### config.mk
export PLATFORM = sky130hd
export DESIGN_NAME = unified_mem_arbiter
export DESIGN_NICKNAME = d
export VERILOG_FILES = /design/src/rtl/unified_mem_arbiter.sv
export SDC_FILE = /design/constraint.sdc
export NUM_CORES = 1
export LEC_CHECK = 0
export ABC_AREA = 1
export CAP_MARGIN = 20
export CELL_PAD_IN_SITES_DETAIL_PLACEMENT = 0
export CELL_PAD_IN_SITES_GLOBAL_PLACEMENT = 1
export CORE_ASPECT_RATIO = 2
export CORE_MARGIN = 3
export CORE_UTILIZATION = 11
export DETAILED_ROUTE_END_ITERATION = 6
export GPL_ROUTABILITY_DRIVEN = 0
export PLACE_DENSITY = 0.88
export SLEW_MARGIN = 30
export SYNTH_ARGS = -nofsm -noshare
export SYNTH_HDL_FRONTEND = slang
export SYNTH_SLANG_ARGS = --single-unit
export TNS_END_PERCENT = 20
### constraint.sdc
create_clock -name clk -period 1.7 [get_ports clk]
set_input_delay 0.17 -clock clk [delete_from_list [all_inputs] [get_ports clk]]
set_output_delay 0.17 -clock clk [all_outputs]
set_load 0.02 [all_outputs]
### src/rtl/unified_mem_arbiter.sv
// Shares one single-port memory between instruction fetch and data access.
// One transaction is outstanding at a time, against a fixed memory read latency.
module unified_mem_arbiter #(
  parameter int WIDTH        = 32,
  parameter int MEM_LATENCY  = 1,
  parameter int STARVE_LIMIT = 4
) (
  input  logic             clk,
  input  logic             rst_n,
  input  logic             if_req,
  input  logic [WIDTH-1:0] if_addr,
  output logic             if_gnt,
  output logic             if_rvalid,
  output logic [WIDTH-1:0] if_rdata,
  input  logic             d_req,
  input  logic             d_we,
  input  logic [WIDTH-1:0] d_addr,
  input  logic [WIDTH-1:0] d_wdata,
  input  logic [3:0]       d_byteen,
  output logic             d_gnt,
  output logic             d_rvalid,
  output logic [WIDTH-1:0] d_rdata,
  output logic [WIDTH-1:0] mem_addr,
  output logic [WIDTH-1:0] mem_data_in,
  output logic [3:0]       mem_byteen,
  output logic             mem_read,
  output logic             mem_write,
  input  logic [WIDTH-1:0] mem_data_out
);

  localparam logic [2:0] LAT        = 3'(MEM_LATENCY);
  localparam logic [3:0] STARVE_MAX = 4'(STARVE_LIMIT);

  typedef enum logic {IDLE, BUSY} state_e;
  typedef enum logic [1:0] {OWN_NONE, OWN_IF, OWN_D} owner_e;

  state_e     state_q;
  owner_e     owner_q;
  logic [2:0] cnt_q;
  logic [3:0] starve_q, starve_d;
  logic       isWrite_q;

  logic respCycle, issueCapable, ifWins, dWins, ifGnt, dGnt;

  // Gating with rst_n keeps grants and strobes low for the whole reset interval.
  assign respCycle    = (state_q == BUSY) && (cnt_q == LAT);
  assign issueCapable = rst_n && ((state_q == IDLE) || respCycle);
  assign ifWins       = if_req && (!d_req || (starve_q >= STARVE_MAX));
  assign dWins        = d_req && !ifWins;
  assign ifGnt        = issueCapable && ifWins;
  assign dGnt         = issueCapable && dWins;
  assign if_gnt       = ifGnt;
  assign d_gnt        = dGnt;

  assign if_rvalid = respCycle && (owner_q == OWN_IF);
  assign d_rvalid  = respCycle && (owner_q == OWN_D);
  assign if_rdata  = if_rvalid ? mem_data_out : '0;
  assign d_rdata   = (d_rvalid && !isWrite_q) ? mem_data_out : '0;

  always_comb begin
    mem_addr    = '0;
    mem_data_in = '0;
    mem_byteen  = '0;
    mem_read    = 1'b0;
    mem_write   = 1'b0;
    if (ifGnt) begin
      mem_addr   = if_addr;
      mem_byteen = 4'b1111;
      mem_read   = 1'b1;
    end else if (dGnt) begin
      mem_addr = d_addr;
      if (d_we) begin
        mem_write   = 1'b1;
        mem_data_in = d_wdata;
        mem_byteen  = d_byteen;
      end else begin
        mem_read   = 1'b1;
        mem_byteen = 4'b1111;
      end
    end
  end

  // Only a contention lost by fetch counts toward starvation.
  always_comb begin
    starve_d = starve_q;
    if (ifGnt) begin
      starve_d = '0;
    end else if (dGnt && if_req) begin
      starve_d = starve_q + 4'd1;
    end
  end

  always_ff @(posedge clk or negedge rst_n) begin
    if (!rst_n) begin
      state_q   <= IDLE;
      owner_q   <= OWN_NONE;
      cnt_q     <= '0;
      starve_q  <= '0;
      isWrite_q <= 1'b0;
    end else begin
      starve_q <= starve_d;
      if ((state_q == IDLE) || respCycle) begin
        if (ifGnt || dGnt) begin
          state_q   <= BUSY;
          cnt_q     <= 3'd1;
          owner_q   <= ifGnt ? OWN_IF : OWN_D;
          isWrite_q <= dGnt && d_we;
        end else begin
          state_q   <= IDLE;
          cnt_q     <= '0;
          owner_q   <= OWN_NONE;
          isWrite_q <= 1'b0;
        end
      end else begin
        cnt_q <= cnt_q + 3'd1;
      end
    end
  end

endmodule

Word level (Yosys, flattened, before mapping)
Index checks and enable logic that the tools add are counted.
{ "word_totals": {"ff_bits": 11, "input_bits": 137, "output_inout_bits": 138} }
{ "op_classes": {"n_addsub": 2, "n_lt_le_gt_ge": 1, "n_eq_ne": 3, "muxes": 24, "n_bitwise": 1, "reduce_logical": 18} }
{ "op_table": {"columns": ["cell", "count"], "rows": [
  ["$mux W32", 7],
  ["$mux W4", 5],
  ["$logic_and A1 B1 Y1", 11],
  ["$mux W1", 9],
  ["$add A4 B1 Y4 const B", 1],
  ["$ge A4 B3 Y1 const B", 1],
  ["$mux W2", 2],
  ["$add A3 B1 Y3 const B", 1],
  ["$eq A3 B1 Y1 const B", 1],
  ["$logic_not A1 Y1", 3],
  ["$logic_or A1 B1 Y1", 3],
  ["$mux W3", 1],
  ["$eq A2 B1 Y1 const B", 1],
  ["$eq A2 B2 Y1 const B", 1],
  ["$reduce_bool A2 Y1", 1],
  ["$not A1 Y1", 1]
]} }

Logic depth before layout (Yosys ltp)
{ "depth": {"depth_word": 9, "depth_mapped": 9} }

Least setup slack after synthesis
OpenSTA, ideal clock, no wires.
{ "synth_timing": {"path_type": "reg-to-output", "start": "register cnt_q[1]", "end": "output port d_rdata[10]", "arrival_ns": 1.655, "setup_slack_ns": -0.125, "stages_incl_launch_ff": 8, "path_buffers": 1, "path_cell_list": "dfrtp_1 > inv_1 > ha_1 > nand3_1 > nor3_2 > nand2_1 > buf_2 > nor2_1"} }
{ "synth_via": {"elab_chain_cells": 5} }
{ "synth_rtl": {"columns": ["item", "line", "text"], "rows": [
  ["start, declared", "39", "logic [2:0] cnt_q;"],
  ["start signal, assigned", "115", "cnt_q <= cnt_q + 3'd1;"],
  ["$eq A3 B1 Y1", "46", "assign respCycle = (state_q == BUSY) && (cnt_q == LAT);"],
  ["$logic_and A1 B1 Y1", "46", null],
  ["$logic_and A1 B1 Y1", "56", "assign d_rvalid = respCycle && (owner_q == OWN_D);"],
  ["named net d_rvalid", "21", "output logic d_rvalid,"],
  ["$logic_and A1 B1 Y1", "58", "assign d_rdata = (d_rvalid && !isWrite_q) ? mem_data_out : '0;"],
  ["$mux W32", "58", null],
  ["end, declared", "22", "output logic [WIDTH-1:0] d_rdata,"]
]} }
The timed path passes the listed nets, and every way through them passes these cells.

Final worst setup path
{ "layout_timing": {"start": "register cnt_q[1]", "end": "output port d_rdata[21]"} }
{ "layout_via": {"elab_chain_cells": 5} }
{ "layout_rtl": {"columns": ["item", "line"], "rows": [
  ["$eq A3 B1 Y1", "46"],
  ["$logic_and A1 B1 Y1", "46"],
  ["$logic_and A1 B1 Y1", "56"],
  ["$logic_and A1 B1 Y1", "58"],
  ["$mux W32", "58"]
]} }
No other way between the ends.

==> qor.csv <==
metric,value,unit
CTS tree,built,
Syn Inst Count,349,
Initial Util,11.24,%
I/O pins,275,
worst min path class,in2async,
WL/cell,12.71,um
met3 wire length,787,um
Post-Syn Area,1674,um2
Worst-Margin Slew,0.3459,ns
register area share after synthesis,16.44,%
number of global-route vias before repair,3086,
WP data arrival,1.77,ns
fin. max-slew vios,0,
placed cell areas,4827,um2
Synth area leaders,"nand2_1 32%, nor2_1 22%, dfrtp_1 16%",
Core ar.,14900,um2
share of layout cells above drive strength 1,37.36,%
top cell type's share of synthesized area,32.29,%
max_slew headroom,76.84,%
PD cells,748.6,nW/um2
max_cap viols,0,
metal1 wirelength,3455,um
net count reported at finish,786,
status,"complete, but fails checks",
full die area,16820,um2
RSZ-0062 raised after global routing,yes,
Setup crit end kind,output port,
Worst-Skew Late Latency,0.24,ns
first-pass GRT wire length,15370,um
VDD IR max,0.3143,mV
utilization after layout,34.79,%
DRT iter0 DRCs,90,
dpl cells,824,
Total Wirelength,10680,um
number of detailed-route iterations in the first pass,4,
via count,3147,
clock slew at reported path FFs,0.04,ns
"Avg Cell Area, Syn",4.797,um2
"Req. time, crit path",1.53,ns
Antenna Cells,0,
Top Metal Used,met4,
Post-DRT Antenna Nets,0,
worst-path fanout max,32,
Post-synth ARST share,100.0,%
CP peak stage delay,0.38,ns
clock skew,0.003385,ns
clock tree buffer depth,2,
Fin. Hold Viols,0,
"Design Area, Final",5182,um2
slowest CP cell,dfrtp_1,
pin count of the biggest net entering global routing,33,
failing checks,setup timing,
via/cell ratio,3.746,
port bufs,274,
TritonCTS Buffers,3,
sum of buffers and inverters on the critical path,3,
Sink Count,11,
# DRC,0,
gr ovfl total,0,
Synth cell types,22,
htree depth,1,
chip height,180.5,um
pre-CTS setup slack,-0.4897,ns
HPWL Detailed,8167,um
WS Path Type,reg2out,
"area leader, netlist",nand2_1,
initial antenna violation count,0,
"EDFF count, synth",0,
row count,63,
Global Route Usage Sum,11.34,%
crit share post-route,114.3,%
Root Driver,clkbuf_16,
Syn Nets,489,
post-layout min period,1.942,ns
Seq cells post-synth,11,
Final Worst Setup Slack,-0.2423,ns
# fillers,1597,
nature of the critical path startpoint,flop,
worst path cell trace,inv_2 > ha_4 > nand3_1 > nor3_4 > nand2_1 > buf_12 > nor2_1 > clkdlybuf4s15_2,
top-count cell post-synth,nand2_1,
Area Overhead vs Synth,209.6,%
fmax,0.5149,GHz
Die W,93.23,um
Synth Flop Type,dfrtp_1,
Static Leakage,2.704,nW
WL met2,6119,um
setup tns final,-19.50,ns
"top cells by count, synth","144 x nand2_1, 100 x nor2_1, 41 x inv_1, 11 x dfrtp_1, 9 x buf_2",
count of non-filler cells in the finished layout,840,
CP top delay family,buffers and inverters,
yosys warns,0,
"Setup violations, final",135,
through the flow:
stage | hold slack, ns | power, mW
3_3_place_gp | 0.4577 | 3.004
5_1_grt | 0.3672 | 4.146
4_1_cts | 0.3502 | 3.557
2_1_floorplan | -0.1256 | 1.625
3_5_place_dp | 0.4630 | 3.016
6_report | 0.3358 | 3.880
final timing paths:
check / start / slack (ns) / end / cells past startpoint
max in group asynchronous: rst_n / 1.21 / owner_q[1]$_DFFE_PN0N_ / 2
setup / recovery: cnt_q[1]$_DFF_PN0_ / -0.24 / d_rdata[21] / 8
setup reg to reg: cnt_q[1]$_DFF_PN0_ / 0.09 / starve_q[0]$_DFFE_PN0P_ / 12
hold / removal: rst_n / 0.34 / starve_q[3]$_DFFE_PN0P_ / 2
min in group clk: starve_q[1]$_DFFE_PN0P_ / 0.48 / starve_q[1]$_DFFE_PN0P_ / 2
hold reg to reg: starve_q[1]$_DFFE_PN0P_ / 0.48 / starve_q[1]$_DFFE_PN0P_ / 2
cells in the final DEF (no fill, tap or decap), drive strengths merged:
cell type	n
clkdlybuf4s50	136
nor3	1
o21ai	8
o211ai	2
inv	45
xor2	1
nand3	5
buf	165
nand4	1
ha	3
clkdlybuf4s15	7
xnor2	1
nand2	148
dfrtp	11
a21oi	2
nor2	101
bufbuf	1
clkbuf	7
power by group:
group	internal (mW)	switching, mW
clock	0.314	0.106
combinational	1.50	1.53
sequential	0.358	0.0770
cell type report:
type	count	area (um2)	area share, %
timing repair buffer	312	3004	57.97
clock buffer	4	78.83	1.521
multi-input combinational	273	1404	27.09
tap	195	244.0	4.708
sequential	11	275.3	5.311
inverter	45	176.4	3.404
state kept, by name (all words and copies together) (netlist names):
register and count:
cnt_q 3, state_q 1, isWrite_q 1, owner_q 2, starve_q 4
kinds of logic after synthesis:
family	Yosys count	share of synthesized area (%)
AOI/OAI and AO/OA	12	4.110
xor gates and xnor gates	2	1.047
adders and majority gates	3	2.242
buffers and inverters	65	16.82
DFF	11	16.44
and+or+nand+nor	256	59.34
repair_timing:
item                       in CTS  in global routing
pin swaps                       5                 14
resized for setup             634                148
setup endpoints to repair     138                139
setup buffers                   6                  1
hold buffers                    0                  0
gates cloned                    2                  4
hold endpoints to repair        0                  0
metal layers:
| metal | track usage (%) | up-vias |
|---|---|---|
| met5 | 0 | - |
| met4 | 4.580 | 0 |
| met3 | 2.424 | 22 |
| met2 | 21.94 | 154 |
| met1 | 11.23 | 1371 |
| li1 | - | 1600 |
Power figures use the tool's default switching activity.
